==> config.mk <==
export PLATFORM = sky130hd
export DESIGN_NAME = cam_lookup_ctrl
export DESIGN_NICKNAME = d
export VERILOG_FILES = /design/src/rtl/cam_pkg.sv /design/src/rtl/cam_prio_onehot.sv /design/src/rtl/cam_lookup_ctrl.sv
export SDC_FILE = /design/constraint.sdc
export NUM_CORES = 1
export LEC_CHECK = 0
export CORE_MARGIN = 2
export CORE_UTILIZATION = 42
export CTS_BUF_LIST = sky130_fd_sc_hd__clkbuf_8
export DETAILED_ROUTE_END_ITERATION = 10
export PLACE_DENSITY = 0.71
export SYNTH_ARGS = -nofsm -noshare
export SYNTH_HDL_FRONTEND = slang
export SYNTH_SLANG_ARGS = --single-unit
export TNS_END_PERCENT = 10
==> constraint.sdc <==
create_clock -name clk -period 12.9 [get_ports clk]
set_input_delay 3.87 -clock clk [delete_from_list [all_inputs] [get_ports clk]]
set_output_delay 3.87 -clock clk [all_outputs]
set_load 0.05 [all_outputs]
==> src/rtl/cam_pkg.sv <==
`default_nettype none
// ============================================================================
// Module      : cam_pkg
// Description : Shared command and state encodings for the CAM lookup controller.
// Revision    : 1.0 - initial release
// ============================================================================
package cam_pkg;

    typedef enum logic [1:0] {
        OP_LOOKUP = 2'd0,
        OP_INSERT = 2'd1,
        OP_DELETE = 2'd2,
        OP_RSVD   = 2'd3
    } cam_op_t;

    typedef enum logic [1:0] {
        ST_IDLE  = 2'd0,
        ST_MATCH = 2'd1,
        ST_RESP  = 2'd2
    } cam_state_t;

endpackage
`default_nettype wire

==> src/rtl/cam_prio_onehot.sv <==
`default_nettype none
// ============================================================================
// Module      : cam_prio_onehot
// Description : Isolates the lowest set bit of a vector as a one-hot word.
// Revision    : 1.0 - initial release
// ============================================================================
module cam_prio_onehot #(
    parameter int WIDTH = 4
) (
    input  logic [WIDTH-1:0] i_vec,
    output logic [WIDTH-1:0] o_onehot
);

    // Two's-complement trick: v & -v keeps only the lowest set bit.
    assign o_onehot = i_vec & (~i_vec + WIDTH'(1));

endmodule
`default_nettype wire

==> src/rtl/cam_lookup_ctrl.sv <==
`default_nettype none
// ============================================================================
// Module      : cam_lookup_ctrl
// Description : Small register-based CAM with lookup/insert/delete commands.
// Revision    : 1.0 - initial release
// ============================================================================
module cam_lookup_ctrl
    import cam_pkg::*;
#(
    parameter int KEY_WIDTH  = 16,
    parameter int DATA_WIDTH = 32,
    parameter int DATA_LINES = 4
) (
    input  logic                              clk,
    input  logic                              reset,
    input  logic                              req_valid,
    output logic                              req_ready,
    input  logic [1:0]                        req_op,
    input  logic [KEY_WIDTH-1:0]              req_key,
    input  logic [DATA_WIDTH-1:0]             req_data,
    output logic                              rsp_valid,
    input  logic                              rsp_ready,
    output logic                              rsp_hit,
    output logic                              rsp_err,
    output logic [DATA_LINES-1:0]             rsp_sel,
    output logic [DATA_WIDTH-1:0]             rsp_data,
    output logic [$clog2(DATA_LINES+1)-1:0]   occupancy,
    output logic                              full
);

    localparam int c_occ_w = $clog2(DATA_LINES + 1);

    cam_state_t                r_state;
    cam_op_t                   r_op;
    logic [KEY_WIDTH-1:0]      r_key;
    logic [DATA_WIDTH-1:0]     r_data;
    logic [KEY_WIDTH-1:0]      r_keys [DATA_LINES];
    logic [DATA_WIDTH-1:0]     r_vals [DATA_LINES];
    logic [DATA_LINES-1:0]     r_valid;

    logic                      r_req_ready;
    logic                      r_rsp_valid;
    logic                      r_rsp_hit;
    logic                      r_rsp_err;
    logic [DATA_LINES-1:0]     r_rsp_sel;
    logic [DATA_WIDTH-1:0]     r_rsp_data;

    logic [DATA_LINES-1:0]     w_match_vec;
    logic [DATA_LINES-1:0]     w_match_oh;
    logic [DATA_LINES-1:0]     w_free_oh;
    logic [DATA_WIDTH-1:0]     w_sel_data;
    logic [c_occ_w-1:0]        w_occ;
    logic                      w_hit;
    logic                      w_full;

    generate
        for (genvar g = 0; g < DATA_LINES; g++) begin : g_match
            assign w_match_vec[g] = r_valid[g] && (r_keys[g] == r_key);
        end
    endgenerate

    cam_prio_onehot #(.WIDTH(DATA_LINES)) u_match_prio (
        .i_vec    (w_match_vec),
        .o_onehot (w_match_oh)
    );

    cam_prio_onehot #(.WIDTH(DATA_LINES)) u_free_prio (
        .i_vec    (~r_valid),
        .o_onehot (w_free_oh)
    );

    // Occupancy is derived from the valid bits so it tracks them on the same edge.
    always_comb begin
        w_sel_data = '0;
        w_occ      = '0;
        for (int i = 0; i < DATA_LINES; i++) begin
            w_sel_data = w_sel_data | (r_vals[i] & {DATA_WIDTH{w_match_oh[i]}});
            w_occ      = w_occ + c_occ_w'(r_valid[i]);
        end
    end

    assign w_hit  = |w_match_vec;
    assign w_full = (w_occ == c_occ_w'(DATA_LINES));

    always_ff @(posedge clk) begin
        if (reset) begin
            r_state     <= ST_IDLE;
            r_valid     <= '0;
            r_req_ready <= 1'b1;
            r_rsp_valid <= 1'b0;
            r_rsp_hit   <= 1'b0;
            r_rsp_err   <= 1'b0;
            r_rsp_sel   <= '0;
            r_rsp_data  <= '0;
            r_op        <= OP_LOOKUP;
            r_key       <= '0;
            r_data      <= '0;
        end else begin
            case (r_state)
                ST_IDLE: begin
                    if (req_valid) begin
                        r_op        <= cam_op_t'(req_op);
                        r_key       <= req_key;
                        r_data      <= req_data;
                        r_req_ready <= 1'b0;
                        r_state     <= ST_MATCH;
                    end
                end
                ST_MATCH: begin
                    r_state     <= ST_RESP;
                    r_rsp_valid <= 1'b1;
                    r_rsp_hit   <= 1'b0;
                    r_rsp_err   <= 1'b0;
                    r_rsp_sel   <= '0;
                    r_rsp_data  <= '0;
                    case (r_op)
                        OP_LOOKUP: begin
                            r_rsp_hit  <= w_hit;
                            r_rsp_sel  <= w_match_oh;
                            r_rsp_data <= w_sel_data;
                        end
                        OP_INSERT: begin
                            if (w_hit) begin
                                for (int i = 0; i < DATA_LINES; i++)
                                    if (w_match_oh[i]) r_vals[i] <= r_data;
                                r_rsp_hit <= 1'b1;
                                r_rsp_sel <= w_match_oh;
                            end else if (!w_full) begin
                                for (int i = 0; i < DATA_LINES; i++) begin
                                    if (w_free_oh[i]) begin
                                        r_keys[i]  <= r_key;
                                        r_vals[i]  <= r_data;
                                        r_valid[i] <= 1'b1;
                                    end
                                end
                                r_rsp_sel <= w_free_oh;
                            end else begin
                                r_rsp_err <= 1'b1;
                            end
                        end
                        OP_DELETE: begin
                            r_valid   <= r_valid & ~w_match_oh;
                            r_rsp_hit <= w_hit;
                            r_rsp_sel <= w_match_oh;
                        end
                        default: r_rsp_err <= 1'b1;
                    endcase
                end
                ST_RESP: begin
                    if (rsp_ready) begin
                        r_rsp_valid <= 1'b0;
                        r_req_ready <= 1'b1;
                        r_state     <= ST_IDLE;
                    end
                end
                default: r_state <= ST_IDLE;
            endcase
        end
    end

    assign req_ready = r_req_ready;
    assign rsp_valid = r_rsp_valid;
    assign rsp_hit   = r_rsp_hit;
    assign rsp_err   = r_rsp_err;
    assign rsp_sel   = r_rsp_sel;
    assign rsp_data  = r_rsp_data;
    assign occupancy = w_occ;
    assign full      = w_full;

endmodule
`default_nettype wire

Word-level counts from Yosys, hierarchy flattened
Memory sizes are Yosys's and may differ from the RTL's.
Index checks and enable logic that the tools add are counted.
{"block": "totals", "output_inout_bits": 44, "reg_bits": 96, "ramBits": 192, "word_cells": 179, "inputBits": 54, "memories": 2}
{"name": "r_vals", "words": 4, "word_bits": 32, "read_ports": 4, "rd_clocked_by_memory_dff": 0, "write_ports": 1, "line_no": "cam_lookup_ctrl.sv:38", "source": "logic [DATA_WIDTH-1:0] r_vals [DATA_LINES];"}
{"name": "r_keys", "words": 4, "word_bits": 16, "read_ports": 4, "rd_clocked_by_memory_dff": 0, "write_ports": 1, "line_no": "cam_lookup_ctrl.sv:37", "source": "logic [KEY_WIDTH-1:0] r_keys [DATA_LINES];"}
{"block": "op_classes", "reduce_logical": 25, "muxes": 98, "bitwise_logic": 18, "addsub": 5, "n_eq_ne": 17}
{"op": "$mux 32", "n": 8}
{"op": "$and 32x32->32", "n": 4}
{"op": "$or 32x32->32", "n": 3}
{"op": "$reduce_or 32->1", "n": 3}
{"op": "$mux 1", "n": 68}
{"op": "$eq 16x16->1", "n": 4}
{"op": "$mux 16", "n": 3}
{"op": "$reduce_or 16->1", "n": 3}
{"op": "$reduce_and 5->1", "n": 4}
{"op": "$mux 2", "n": 8}
{"op": "$mux 4", "n": 4}
{"op": "$ne 2x2->1 const B", "n": 8}
{"op": "$not 4->4", "n": 4}
{"op": "$pmux 4 s2", "n": 2}
{"op": "$and 4x4->4", "n": 3}
{"op": "$add 4x1->4 const B", "n": 2}
{"op": "$pmux 1 s2", "n": 4}
{"op": "$pmux 2 s3", "n": 1}
{"op": "$reduce_and 2->1", "n": 3}
{"op": "$reduce_bool 2->1", "n": 3}
{"op": "$eq 2x1->1 const B", "n": 2}
{"op": "$eq 2x2->1 const B", "n": 2}
{"op": "$logic_and 1x1->1", "n": 4}
{"op": "$logic_not 2->1", "n": 2}
{"op": "other kinds (8)", "n": 11}

Logic depth before layout (Yosys ltp)
{"block": "depth", "depth_word": 16, "depth_mapped": 11, "depth_no_buf": 10}

Hierarchy
Synthesis repeated with hierarchy kept, for this count alone.
{"block": "unflattened", "hier_cells": 867, "area_unflattened_um2": 10974.3}
{"module": "cam_lookup_ctrl", "area_each_um2": 10901.7, "n_inst": 1, "cells_per_inst": 859, "seq_area_each_um2": 7687.4}
{"module": "cam_prio_onehot", "area_each_um2": 36.3, "n_inst": 2, "cells_per_inst": 4, "seq_area_each_um2": 0.0}

Least setup slack after synthesis
No wires, ideal clock.
{"block": "synth_path", "path_type": "input to register", "from": "in reset", "to": "mem r_vals[1][0] (enable)", "n_path_buf": 2, "slack_ns": 5.760, "arrival_time_ns": 6.670, "stages": 3, "required_ns": 12.430, "setup_time_ns": 0.470, "cell_sequence": "clkbuf_1 > clkbuf_1 > a211oi_1"}
{"block": "synth_between", "elab_chain_len": 7, "word_cells_on_any_way": 29, "classes_between": "mux: 22; bitwise: 4; reduce/logical: 3"}
{"item": "from (decl)", "line_no": "cam_lookup_ctrl.sv:15", "source": "input logic reset,"}
{"item": "$mux 1", "line_no": "cam_lookup_ctrl.sv:86", "source": "if (reset) begin"}
{"item": "$mux 1 (on tied branches)", "line_no": "cam_lookup_ctrl.sv:125, cam_lookup_ctrl.sv:132"}
{"item": "$or 1x1->1 (no source line)"}
{"item": "$reduce_or 32->1 (no source line)"}
{"item": "$mux 2 (no source line) or $mux 1 (tied branches) (3 in a row)"}
{"item": "to (decl)", "line_no": "cam_lookup_ctrl.sv:38"}
Parallel ways exist; a longest one is shown, timed or not.

Final worst setup path
{"block": "layout_path", "from": "reg r_valid[0]", "to": "out full"}
{"block": "layout_between", "elab_chain_len": 4}
{"item": "from (decl)", "line_no": "cam_lookup_ctrl.sv:39", "source": "logic [DATA_LINES-1:0] r_valid;"}
{"item": "from (signal assigned)", "line_no": "cam_lookup_ctrl.sv:142", "source": "r_valid <= r_valid & ~w_match_oh;"}
{"item": "$add 1x1->2", "line_no": "cam_lookup_ctrl.sv:78", "source": "w_occ = w_occ + c_occ_w'(r_valid[i]);"}
{"item": "$add 2x1->3", "line_no": "cam_lookup_ctrl.sv:78"}
{"item": "$add 3x1->3", "line_no": "cam_lookup_ctrl.sv:78"}
{"item": "$eq 3x3->1", "line_no": "cam_lookup_ctrl.sv:83", "source": "assign w_full = (w_occ == c_occ_w'(DATA_LINES));"}
{"item": "to (decl)", "line_no": "cam_lookup_ctrl.sv:28", "source": "output logic full"}
Every way passes these cells.

==> results.md <==
- Post-route ant nets: 0
- Wirelength per Cell: 17.7 µm
- Setup ws final: 5530 ps
- RSZ-0062 raised after global routing: no
- Dominant synthesized flop cell: edfxtp_1
- Seq/Total Area, Yosys: 0.698
- CTS Sinks: 288
- Switching Share: 0.224
- Die width: 166 µm
- Most frequent cells after synthesis: edfxtp_1 (192), nand2_1 (112), dfxtp_1 (96)
- CTS Root Cell: clkbuf_8
- Reg2Reg Depth: 8
- Synth unique cells: 55
- I/O pins: 98
- Final setup vio count: 0
- Diode count: 0
- Slew headroom: 0.289
- Hold Path Stages: 2
- Area of the multi-input gates: 3050 µm²
- CTS Buf Count: 45
- Tcrit/Tclk final: 0.572
- Peak VDD IR: 0.0655 mV
- Ys Warns: 0
- Worst setup SP type: flop
- Leading area contributor after synthesis: edfxtp_1
- Maximum number of pins on one net before global-route repair: 72
- Detailed placement HPWL: 13,900 µm
- Setup Skew: 18.1 ps
- Synth Instances: 840
- LEAKAGE: 0.00448 µW
- CP Data Arrival Time: 3500 ps
- Hold buffers post-CTS: 0
- DIE AREA: 27,500 µm²
- Status: finished clean
- Clock slew at reported path FFs: 60 ps
- Number of post-CTS setup repair buffers: 0
- Most common cell in the netlist: edfxtp_1
- Final Hold Fails: 0
- Worst EP required: 9030 ps
- Vias in the first global route: 6,713
- Area of the core: 25,900 µm²
- # rows: 59
- GP Congestion: 0.872
- Worst-Margin Slew: 1070 ps
- Tightest Hold Check Type: flop to flop
- Post-synth EDFFs: 192
- Syn nets: 899
- Place WS: 6120 ps
- Max cap viols: 0
- Die Ht: 166 µm
- Slew Limit Fails: 0
- PD cells: 138 nW/µm²
- R2R Setup Slk: 9400 ps
- FFs w/ async S/R, synth: 0
- Synth top area share: 0.524
- Top cells by area, synth: edfxtp_1 (52%), dfxtp_1 (17%), nand2_1 (3.8%)
- Post-synthesis sequential element count: 288
- Vias after detailed routing: 6,863
- Clock latency on the worst-skew pair: 550 ps
- CP Class: flop to output pin
- Port Buf Inserts: 97
- WHS Endpoint: rsp_hit$_SDFFE_PP0P_
- Detailed Route WL: 23,200 µm
- Int Pwr: 1410 µW
- Longest Clk Path Bufs: 3
- CTS HTree Levels: 2
- Clock group share of total power: 0.397
- Layout Nets: 996
- Cts repair resizes: 0
- Layout cells sized above 1: 0.0925
- Crit path time final: 7370 ps
- Register area: 7690 µm²
- HP Start: rsp_hit$_SDFFE_PP0P_
- GRT Total Usage: 0.166
- Area grow syn2layout: 19.2%
- Vias per cell: 5.25
- Crit. End Element: output pin
- Flop pwr share: 0.562
- Starting density of the core: 0.425
- Congestion Overflow GR: 0
- Avg Inst Size Synth: 13.1 µm²
- First-pass GRT wire length: 36,400 µm
- Switching power: 405 µW
- CP max FO: 11
- Power share of the combinational group: 0.041
- Fin Setup TNS: 0 ps
- # fillers: 2,198
- CTS tree: built
- Drt first pass iters: 5
- Critical R2R Launch: r_key[14]$_SDFFE_PP0P_
- Initial antenna violation count: 0
- DRT iter0 DRCs: 410
- Drt drc: 0
- Critical R2R Capture: r_vals[2][28]$_DFFE_PP_
- Synth Cell Area: 11,000 µm²
- Fmax achieved: 0.136 GHz
cells in the final DEF (no fill, tap or decap), types with 2 or more instances in the layout:
cell / count
or3_1: 2
nand3_1: 8
nor2_1: 43
nand4_1: 11
nor3_1: 45
buf_4: 16
nor4b_1: 2
edfxtp_1: 192
ha_1: 4
nor4_1: 12
nor3_2: 2
nand3b_1: 2
a21o_1: 2
clkinv_1: 6
xor2_1: 32
dfxtp_1: 96
a221o_1: 29
a221oi_1: 34
a211oi_1: 2
nor2b_1: 3
xnor2_1: 32
nor3b_1: 3
inv_1: 20
inv_8: 2
nand2b_1: 6
nand2_1: 112
a211o_1: 3
a21oi_1: 59
clkinv_2: 5
and2_1: 5
clkbuf_8: 53
and3_1: 3
clkdlybuf4s50_1: 96
o21ai_0: 4
worst max-delay path by stage:
stage,startpoint,end,cells after the start
global route,r_valid[0]$_SDFFE_PP0P_,full,7
finish,r_valid[0]$_SDFFE_PP0P_,full,7
CTS,r_valid[0]$_SDFFE_PP0P_,full,7
floorplan,reset,r_vals[1][0]$_DFFE_PP_,3
global placement,reset,r_vals[2][18]$_DFFE_PP_,7
detailed placement,r_valid[0]$_SDFFE_PP0P_,full,7
sequential cells by signal, summed over array words and instances, names as in the netlist:
register and cells:
r_vals 128, r_keys 64, r_data 32, rsp_data 32
r_key 16, r_valid 4, rsp_sel 4, r_op 2
r_state 2, req_ready 1, rsp_err 1, rsp_hit 1
rsp_valid 1
power groups by stage:
stage | Combinational [µW] | Clock [µW] | Sequential [µW]
2_1_floorplan | 49.5 | 0 | 1030
3_3_place_gp | 75.6 | 0 | 1040
3_5_place_dp | 76.2 | 0 | 1040
4_1_cts | 76.7 | 734 | 1020
5_1_grt | 82.4 | 774 | 1020
6_report | 75.0 | 720 | 1020
layout make-up:
cell class	instances	area share
clock buffers	53	0.0556
multi-input cells	485	0.232
well taps	335	0.0319
repair buffers	113	0.0828
inverters	4	0.00114
flip-flops and latches	288	0.586
clock inverters	30	0.0105
per-layer routing:
layer | wire (µm) | GRT usage | up-vias
met2 | 11300 | 0.282 | 201
li1 | - | - | 3319
met1 | 9930 | 0.208 | 3294
met4 | 609 | 0.0631 | 0
met3 | 1290 | 0.0357 | 49
met5 | 0 | 0 | -
per-stage QoR:
step,utilization,instance area (µm²),power [µW],cells,hold WS (ps)
finish,0.506,13100,1810,1308,452
global route,0.506,13100,1880,1308,474
CTS,0.506,13100,1830,1308,452
floorplan,-,11000,1080,840,428
global placement,0.473,12300,1110,1225,433
detailed placement,0.473,12300,1110,1225,439
cells by family (layout without fill, tap and decap cells):
logic type	count (synthesis)	after routing	synth area share
compound gates	144	144	0.0969
xor+xnor	64	64	0.0509
fa+ha+maj	5	5	0.00636
buf+inv	67	200	0.0289
flops	288	288	0.698
simple gates	272	272	0.119
worst max-delay path, stage by stage (launching register included):
cell and delay, ps:
dfxtp_1 610, fa_1 490, ha_1 200, ha_1 320, nor2_1 120, nand2_1 150, inv_1 210, clkdlybuf4s50_1 870
No activity file was read; power rests on OpenSTA's default activity.
